--- src/rtl/path_seq_pkg.sv ---
// Shared types and constants for the path sequencer: state encoding, sizing and the "no node" marker.
package path_seq_pkg;

  localparam int unsigned NODE_W = 5;
  localparam int unsigned DEPTH  = 32;
  localparam int unsigned CNT_W  = 6;
  localparam int unsigned ADDR_W = $clog2(DEPTH);

  localparam logic [NODE_W-1:0] NODE_NONE = 5'd31;

  typedef enum logic [2:0] {
    S_IDLE,
    S_LOAD,
    S_RUN,
    S_DONE,
    S_ERROR
  } state_t;

endpackage

--- src/rtl/path_node_ram.sv ---
// Path node buffer: DEPTH x NODE_W register array, one synchronous write port, one asynchronous read port.
module path_node_ram
  import path_seq_pkg::*;
(
  input  logic              clk,
  input  logic              we,
  input  logic [ADDR_W-1:0] waddr,
  input  logic [NODE_W-1:0] wdata,
  input  logic [ADDR_W-1:0] raddr,
  output logic [NODE_W-1:0] rdata_c
);

  logic [NODE_W-1:0] mem [DEPTH];

  always_ff @(posedge clk) begin
    if (we) mem[waddr] <= wdata;
  end

  assign rdata_c = mem[raddr];

endmodule

--- src/rtl/path_sequencer.sv ---
// Captures a streamed Dijkstra node sequence, then steps through it one node per arrival pulse,
// presenting the next target node and flagging completion or off-path errors.
module path_sequencer
  import path_seq_pkg::*;
(
  input  logic              clk_50M,
  input  logic              reset,
  input  logic              path_clear,
  input  logic              node_in_valid,
  input  logic [NODE_W-1:0] node_in,
  input  logic              path_end,
  input  logic              node_changed,
  input  logic [NODE_W-1:0] realtime_pos,
  output logic [NODE_W-1:0] next_node,
  output logic              next_valid,
  output logic              path_active,
  output logic              path_done,
  output logic              path_error,
  output logic [CNT_W-1:0]  node_count
);

  state_t            state_q, state_d;
  logic [CNT_W-1:0]  count_q, count_d;
  logic [CNT_W-1:0]  rd_ptr_q, rd_ptr_d;
  logic [CNT_W-1:0]  load_cnt;
  logic [NODE_W-1:0] next_node_d;
  logic              next_valid_d, active_d, done_d, error_d;

  logic              we;
  logic [ADDR_W-1:0] waddr, raddr;
  logic [NODE_W-1:0] rdata_c, rd_node;

  path_node_ram u_ram (
    .clk     (clk_50M),
    .we      (we),
    .waddr   (waddr),
    .wdata   (node_in),
    .raddr   (raddr),
    .rdata_c (rdata_c)
  );

  // Entering RUN reads slot 1; stepping reads the slot after the current pointer.
  assign raddr   = (state_q == S_LOAD) ? ADDR_W'(1) : ADDR_W'(rd_ptr_q + CNT_W'(1));
  // Forward a same-cycle write so the last loaded node can be presented immediately.
  assign rd_node = (we && (waddr == raddr)) ? node_in : rdata_c;

  always_ff @(posedge clk_50M or posedge reset) begin
    if (reset) begin
      state_q     <= S_IDLE;
      count_q     <= '0;
      rd_ptr_q    <= '0;
      next_node   <= '0;
      next_valid  <= 1'b0;
      path_active <= 1'b0;
      path_done   <= 1'b0;
      path_error  <= 1'b0;
    end else begin
      state_q     <= state_d;
      count_q     <= count_d;
      rd_ptr_q    <= rd_ptr_d;
      next_node   <= next_node_d;
      next_valid  <= next_valid_d;
      path_active <= active_d;
      path_done   <= done_d;
      path_error  <= error_d;
    end
  end

  assign node_count = count_q;

  always_comb begin
    state_d      = state_q;
    count_d      = count_q;
    rd_ptr_d     = rd_ptr_q;
    next_node_d  = next_node;
    next_valid_d = next_valid;
    done_d       = 1'b0;
    error_d      = path_error;
    we           = 1'b0;
    waddr        = '0;
    load_cnt     = count_q;

    if (path_clear) begin
      state_d      = S_IDLE;
      count_d      = '0;
      rd_ptr_d     = '0;
      next_valid_d = 1'b0;
      next_node_d  = NODE_NONE;
      error_d      = 1'b0;
    end else begin
      unique case (state_q)
        S_IDLE, S_DONE: begin
          if (node_in_valid) begin
            we           = 1'b1;
            waddr        = '0;
            count_d      = CNT_W'(1);
            rd_ptr_d     = '0;
            next_valid_d = 1'b0;
            next_node_d  = NODE_NONE;
            state_d      = S_LOAD;
          end else if (path_end && state_q == S_IDLE) begin
            error_d      = 1'b1;
            next_valid_d = 1'b0;
            next_node_d  = NODE_NONE;
            state_d      = S_ERROR;
          end
        end

        S_LOAD: begin
          if (node_in_valid) begin
            if (count_q == CNT_W'(DEPTH)) begin
              error_d      = 1'b1;
              next_valid_d = 1'b0;
              next_node_d  = NODE_NONE;
              state_d      = S_ERROR;
            end else begin
              we       = 1'b1;
              waddr    = ADDR_W'(count_q);
              load_cnt = count_q + CNT_W'(1);
              count_d  = load_cnt;
            end
          end
          // path_end sees the count including any write made this cycle.
          if (path_end && state_d == S_LOAD) begin
            if (load_cnt == CNT_W'(1)) begin
              done_d  = 1'b1;
              state_d = S_DONE;
            end else begin
              rd_ptr_d     = CNT_W'(1);
              next_node_d  = rd_node;
              next_valid_d = 1'b1;
              state_d      = S_RUN;
            end
          end
        end

        S_RUN: begin
          if (node_changed) begin
            if (realtime_pos == next_node) begin
              rd_ptr_d = rd_ptr_q + CNT_W'(1);
              if (rd_ptr_d == count_q) begin
                done_d       = 1'b1;
                next_valid_d = 1'b0;
                next_node_d  = NODE_NONE;
                state_d      = S_DONE;
              end else begin
                next_node_d = rd_node;
              end
            end else begin
              error_d      = 1'b1;
              next_valid_d = 1'b0;
              next_node_d  = NODE_NONE;
              state_d      = S_ERROR;
            end
          end
        end

        S_ERROR: begin
          error_d      = 1'b1;
          next_valid_d = 1'b0;
          next_node_d  = NODE_NONE;
        end

        default: state_d = S_IDLE;
      endcase
    end

    active_d = (state_d == S_LOAD) || (state_d == S_RUN);
  end

endmodule
--- config.mk ---
export PLATFORM = sky130hd
export DESIGN_NAME = path_sequencer
export DESIGN_NICKNAME = d
export VERILOG_FILES = /design/src/rtl/path_seq_pkg.sv /design/src/rtl/path_node_ram.sv /design/src/rtl/path_sequencer.sv
export SDC_FILE = /design/constraint.sdc
export NUM_CORES = 1
export LEC_CHECK = 0
export BUFFER_PORTS_ARGS = -buffer_cell sky130_fd_sc_hd__buf_2
export CAP_MARGIN = 20
export CORE_ASPECT_RATIO = 2
export CORE_MARGIN = 1.5
export CORE_UTILIZATION = 30
export DETAILED_ROUTE_END_ITERATION = 7
export GPL_ROUTABILITY_DRIVEN = 0
export SKIP_CTS_REPAIR_TIMING = 1
export SLEW_MARGIN = 20
export SYNTH_ARGS = -nofsm -noshare
export SYNTH_HDL_FRONTEND = slang
export SYNTH_HIERARCHICAL = 1
export SYNTH_SLANG_ARGS = --single-unit
--- constraint.sdc ---
create_clock -name clk_50M -period 7.29 [get_ports clk_50M]
set_input_delay 0.729 -clock clk_50M [delete_from_list [all_inputs] [get_ports clk_50M]]
set_output_delay 0.729 -clock clk_50M [all_outputs]
set_load 0.01 [all_outputs]
Word-level counts from Yosys, hierarchy flattened --
Memories as Yosys holds them, arrays and structs flattened. Index checks and enable logic that the tools add are counted.
Operators by class: muxes and demuxes 77, eq/ne operators 24, magnitude comparators 0, bitwise operators 0, add/sub/neg operators 2, reduce and logical (&&, ||, !) cells 14, shifts and indexed selects 0, multipliers 0, div/mod/pow operators 0
Operators by type and width (number):
- two-way mux 5 bit | 16
- two-way mux 6 bit | 12
- two-way mux 3 bit | 11
- two-way mux 1 bit | 30
- inequality test 3 bit (second input constant) | 8
- case mux 5 bit (4 select lines) | 1
- case mux 6 bit (3 select lines) | 1
- adder 6 x 1 -> 6 bit (second input constant) | 2
- case mux 3 bit (4 select lines) | 1
- case mux 6 bit (2 select lines) | 1
- equality test 5 bit | 2
- equality test 3 x 1 -> 1 bit (second input constant) | 3
- equality test 3 x 2 -> 1 bit (second input constant) | 3
- inequality test 4 bit (second input constant) | 2
- case mux 1 bit (4 select lines) | 2
- AND reduction 7 bit | 1
- equality test 6 x 1 -> 1 bit (second input constant) | 1
- equality test 6 bit | 1
- equality test 6 bit (second input constant) | 1
- inequality test 3 x 2 -> 1 bit (second input constant) | 2
- AND reduction 6 bit | 1
- nonzero test 5 bit | 1
- case mux 1 bit (2 select lines) | 2
- AND reduction 4 bit | 1
- 9 further kinds | 11
Storage, ports and cells: output and inout port bits 15, memories kept 1, bits in writable memories 160, latch bits 0, bits in read-only memories 0, bits in registers 24, input bits 16
Memory list:
- u_ram.mem | words 32, width 5, rd ports 1, clocked after memory_dff 0, write ports 1, RTL line path_node_ram.sv:13 | logic [NODE_W-1:0] mem [DEPTH];

Depth between registers and ports, before layout --
word-level depth 13, gate-level depth with buffers 12

Cells and area by module --
Netlist, hierarchy kept.
Modules (own cells, without submodules):
- path_node_ram | instances 1, sequential area each 4804.6 sq um, cells each 272, area an instance 6244.7 sq um
- path_sequencer | instances 1, sequential area each 600.6 sq um, cells each 255, area an instance 2103.3 sq um

Worst setup path after synthesis --
No wires, ideal clock.
path type register -> register, start register state_q[1], end register next_node[1], cell stages (with the launch flop) 13, setup slack 3.990 ns, period minus slack after synthesis 3.300 ns, arrival time 3.167 ns, cells stage by stage dfrtp_1 and2b_1 or2b_2 clkbuf_1 nand2_1 clkbuf_1 buf_2 mux4_2 mux4_2 mux2_2 mux2i_1 a211o_1 nand3_1
Between the ends: elaborated cells between the ends (all ways) 33, those cells by class eq/ne: 8; mux: 17; reduce/logical: 7; memory: 1
RTL lines:
- start, declared | RTL line path_sequencer.sv:22 | state_t state_q, state_d;
- start signal, assigned | RTL line path_sequencer.sv:58 | state_q <= state_d;
- equality test 3 x 1 -> 1 bit (*) | RTL line path_sequencer.sv:43 | assign raddr = (state_q == S_LOAD) ? ADDR_W'(1) : ADDR_W'(rd_ptr_q + CNT_W'(1));
- two-way mux 5 bit (*) | RTL line path_sequencer.sv:43
- net raddr[0] | RTL line path_sequencer.sv:30 | logic [ADDR_W-1:0] waddr, raddr;
- memory (32 x 5 bit) (*)
- net rdata_c[1] | RTL line path_sequencer.sv:31 | logic [NODE_W-1:0] rdata_c, rd_node;
- two-way mux 5 bit (*) | RTL line path_sequencer.sv:45 | assign rd_node = (we && (waddr == raddr)) ? node_in : rdata_c;
- two-way mux 5 bit | RTL line path_sequencer.sv:141 | if (rd_ptr_d == count_q) begin
- two-way mux 5 bit | RTL line path_sequencer.sv:139 | if (realtime_pos == next_node) begin
- two-way mux 5 bit | RTL line path_sequencer.sv:138 | if (node_changed) begin
- case mux 5 bit (4 select lines) (*) | RTL line path_sequencer.sv:91 | unique case (state_q)
- two-way mux 5 bit (*) | RTL line path_sequencer.sv:83 | if (path_clear) begin
- end signal, assigned | RTL line path_sequencer.sv:61 | next_node <= next_node_d;
- end, declared | RTL line path_sequencer.sv:14 | output logic [NODE_W-1:0] next_node,
The timed path passes the listed nets; every way through them passes the cells marked *. The select of a mux whose other input is x is not followed. A chain may end at the register's enable or synchronous reset.

Worst setup path in the final report --
start register state_q[0], end register next_node[1]
Same word-level chain as after synthesis.

==> flow_summary.toml <==
[critical_path]
required_ps = 7600
endpoint_kind = "flop"
rrSetupSlack_ps = 3250
critical_path.max_stage_delay_ps = 660
path_cells = "and2b_1, or2b_2, nand2_2, buf_4, mux4_2, mux4_2, mux2_2, mux2i_1, a211o_1, nand3_1"
slowest_stage = "mux4_2"
critPathTopFamily = "multiplexers"
worstSetupPathType = "flop to flop"
arrival_ps = 4350
crit_top_cell = "mux4_2"
reg2reg_depth = 10
cp.buffers_inverters = 1
cp_max_fo = 40
cp-endpoint = "next_node[1]$_DFFE_PP0P_"
crit_cells = 10
r2r-start = "state_q[0]$_DFF_PP0_"
startpoint = "state_q[0]$_DFF_PP0_"
start_kind = "flop"
r2r-end = "next_node[1]$_DFFE_PP0P_"

[drt]
vias_per_cell = 5.29
routed_wl_um = 19700
met2_length_um = 11600
drtAntennaViolNets = 0
dr.max_layer_used = "met4"
dr.pass1.iters = 5
wl_met1_um = 6240
vias = 4847
drc_errors = 0
post_drt_wl_per_cell_um = 21.5
met3_length_um = 713
first_iter_violations = 577

[yosys]
synth_most_common_cell = "edfxtp_1"
synth_area_mm2 = 0.00835
syn_inst = 527
synth_common_cells = "edfxtp_1, nor2_1, mux4_2, dfrtp_1, o21ai_0"
yosys-top-cells-area = "edfxtp_1, mux4_2, dfrtp_1"
synth.distinct_cells = 66
ys.flop_type = "edfxtp_1"
synthArstFlopShare = 0.130
yosysTopAreaCellShare = 0.576
avgSynthCellArea_um2 = 15.8
synth_edf_count = 160
yosysWarnings = 6
synth-seq-cells = 184
yosysTopAreaCell = "edfxtp_1"
synthesis.nets = 546
seq_area_frac_synth = 0.647

[cells_and_area]
layout.cells.non_filler = 917
final-seq-area_mm2 = 0.00541
area_growth_pct = 12.9
diodes = 0
nets = 571
nFillCells = 2568
multi_input_area_mm2 = 0.00277
drive_gt1_frac = 0.250
post-route-util = 0.343

[hold_path]
min_path_type = "input pin to async pin"

[timing]
fin_crit_sh = 0.554
rsz0062_at_grt = "no"
maxClockFrequency_mhz = 247
finalSetupViolations = 0
final-max-slew-violation-count = 0
worst_slack_ps = 3250
worst_pin_slew_ps = 1090
timing.slew.headroom = 0.270
hold_violations = 0
setup_tns_ps = 0
fin_crit_ps = 4040
fin_skew_ps = 10.5

[floorplanning]
die-area_mm2 = 0.0289
io_pins = 31
die_w_um = 121
row_count = 86
die_h_um = 239
core_area_mm2 = 0.0274
initial_core_util = 0.304

[placed_design]
dp_hpwl_um = 14200
place_inst = 884
pre_cts_ws_ps = 3260
portBuffers = 30

[outcome]
status = "finished clean"

[clock_network]
clock_path_buffers = 2
cts_tree = "built"
root_buffer = "clkbuf_16"
clock_latency_ps = 440
cts-htree-levels = 4
clk_pin_slew_ps = 70
numCtsBuffers = 17
clock_sink_count = 184

[power]
leakagePower_uw = 0.00308
power.density_mw_per_mm2 = 256
peakVddDrop_mv = 0.159
finalPower_uw = 2420

[global_route]
grt_overflow_total = 0
grt_pass1_vias = 5097
antenna_found_initial = 0
grt_util_all_layers = 0.143
grt_start_max_net_pins = 41
grt_pass1_wl_um = 30000

[flow_run]
maxCapViolCount = 0
## per-layer routing
metal | up-vias | GRT usage
met1 | 2474 | 0.128
met3 | 60 | 0.0284
met4 | 0 | 0.0984
li1 | 2134 | -
met2 | 179 | 0.278
met5 | - | 0
## sequential cells by signal, indices dropped and copies added, names as in the netlist
register / flops
state_q: 3
u_ram/mem: 160
path_done: 1
next_node: 5
path_error: 1
next_valid: 1
rd_ptr_q: 6
path_active: 1
node_count: 6
## worst min-delay path by stage
stage / startpoint / end / slack, ps / cells after the start
6_report: reset / next_node[4]$_DFFE_PP0P_ / 220 / 2
5_1_grt: reset / next_node[4]$_DFFE_PP0P_ / 220 / 2
4_1_cts: reset / next_node[4]$_DFFE_PP0P_ / 530 / 2
3_5_place_dp: next_valid$_DFFE_PP0P_ / next_valid$_DFFE_PP0P_ / 510 / 1
3_3_place_gp: path_error$_DFFE_PP0P_ / path_error$_DFFE_PP0P_ / 500 / 2
2_1_floorplan: rd_ptr_q[1]$_DFFE_PP0P_ / rd_ptr_q[1]$_DFFE_PP0P_ / 490 / 2
## cell families after synthesis
family	Yosys count	share of synthesized area
buffers and inverters	41	0.0222
xor gates and xnor gates	15	0.0189
and+or+nand+nor	154	0.0991
DFF	184	0.647
adders and majority gates	3	0.00450
AOI/OAI and AO/OA	69	0.0591
muxes	61	0.149
## cells in the final DEF, fill, tap and decap left out, types with 5 or more instances in the layout
| cell | count |
|---|---|
| mux2_2 | 5 |
| nand3_1 | 17 |
| clkbuf_16 | 17 |
| nand3b_1 | 5 |
| mux4_2 | 50 |
| xnor2_1 | 7 |
| inv_1 | 14 |
| xor2_1 | 6 |
| nand2_1 | 17 |
| mux2i_1 | 6 |
| a31oi_1 | 5 |
| and3_1 | 7 |
| a22oi_1 | 5 |
| dfrtp_1 | 24 |
| nor2_1 | 60 |
| o21ai_0 | 19 |
| a21oi_1 | 8 |
| a211o_1 | 5 |
| o31ai_1 | 8 |
| nor3_1 | 7 |
| buf_2 | 30 |
| edfxtp_1 | 160 |
## stage by stage
step                      instance area [µm²]  hold WS, ps
final                                    9420          217
after global routing                     9420          222
after CTS                                9410          526
after detailed placement                 8830          511
after global placement                   8830          496
after floorplan                          8350          490
## cell type report
type,instances,share of cell area
Clock buffer,24,0.0522
Clock inverter,8,0.00903
Inverter,14,0.00558
Multi-Input combinational cell,302,0.294
Sequential cell,184,0.574
Tap cell,352,0.0467
Timing Repair Buffer,33,0.0191
## report_power, final
group | switching (µW) | internal, µW | total [µW] | leakage [µW]
clock network | 379 | 510 | 889 | 0.000278
logic | 188 | 147 | 336 | 0.00106
registers | 30.5 | 1160 | 1190 | 0.00175
Power figures use the tool's default switching activity.
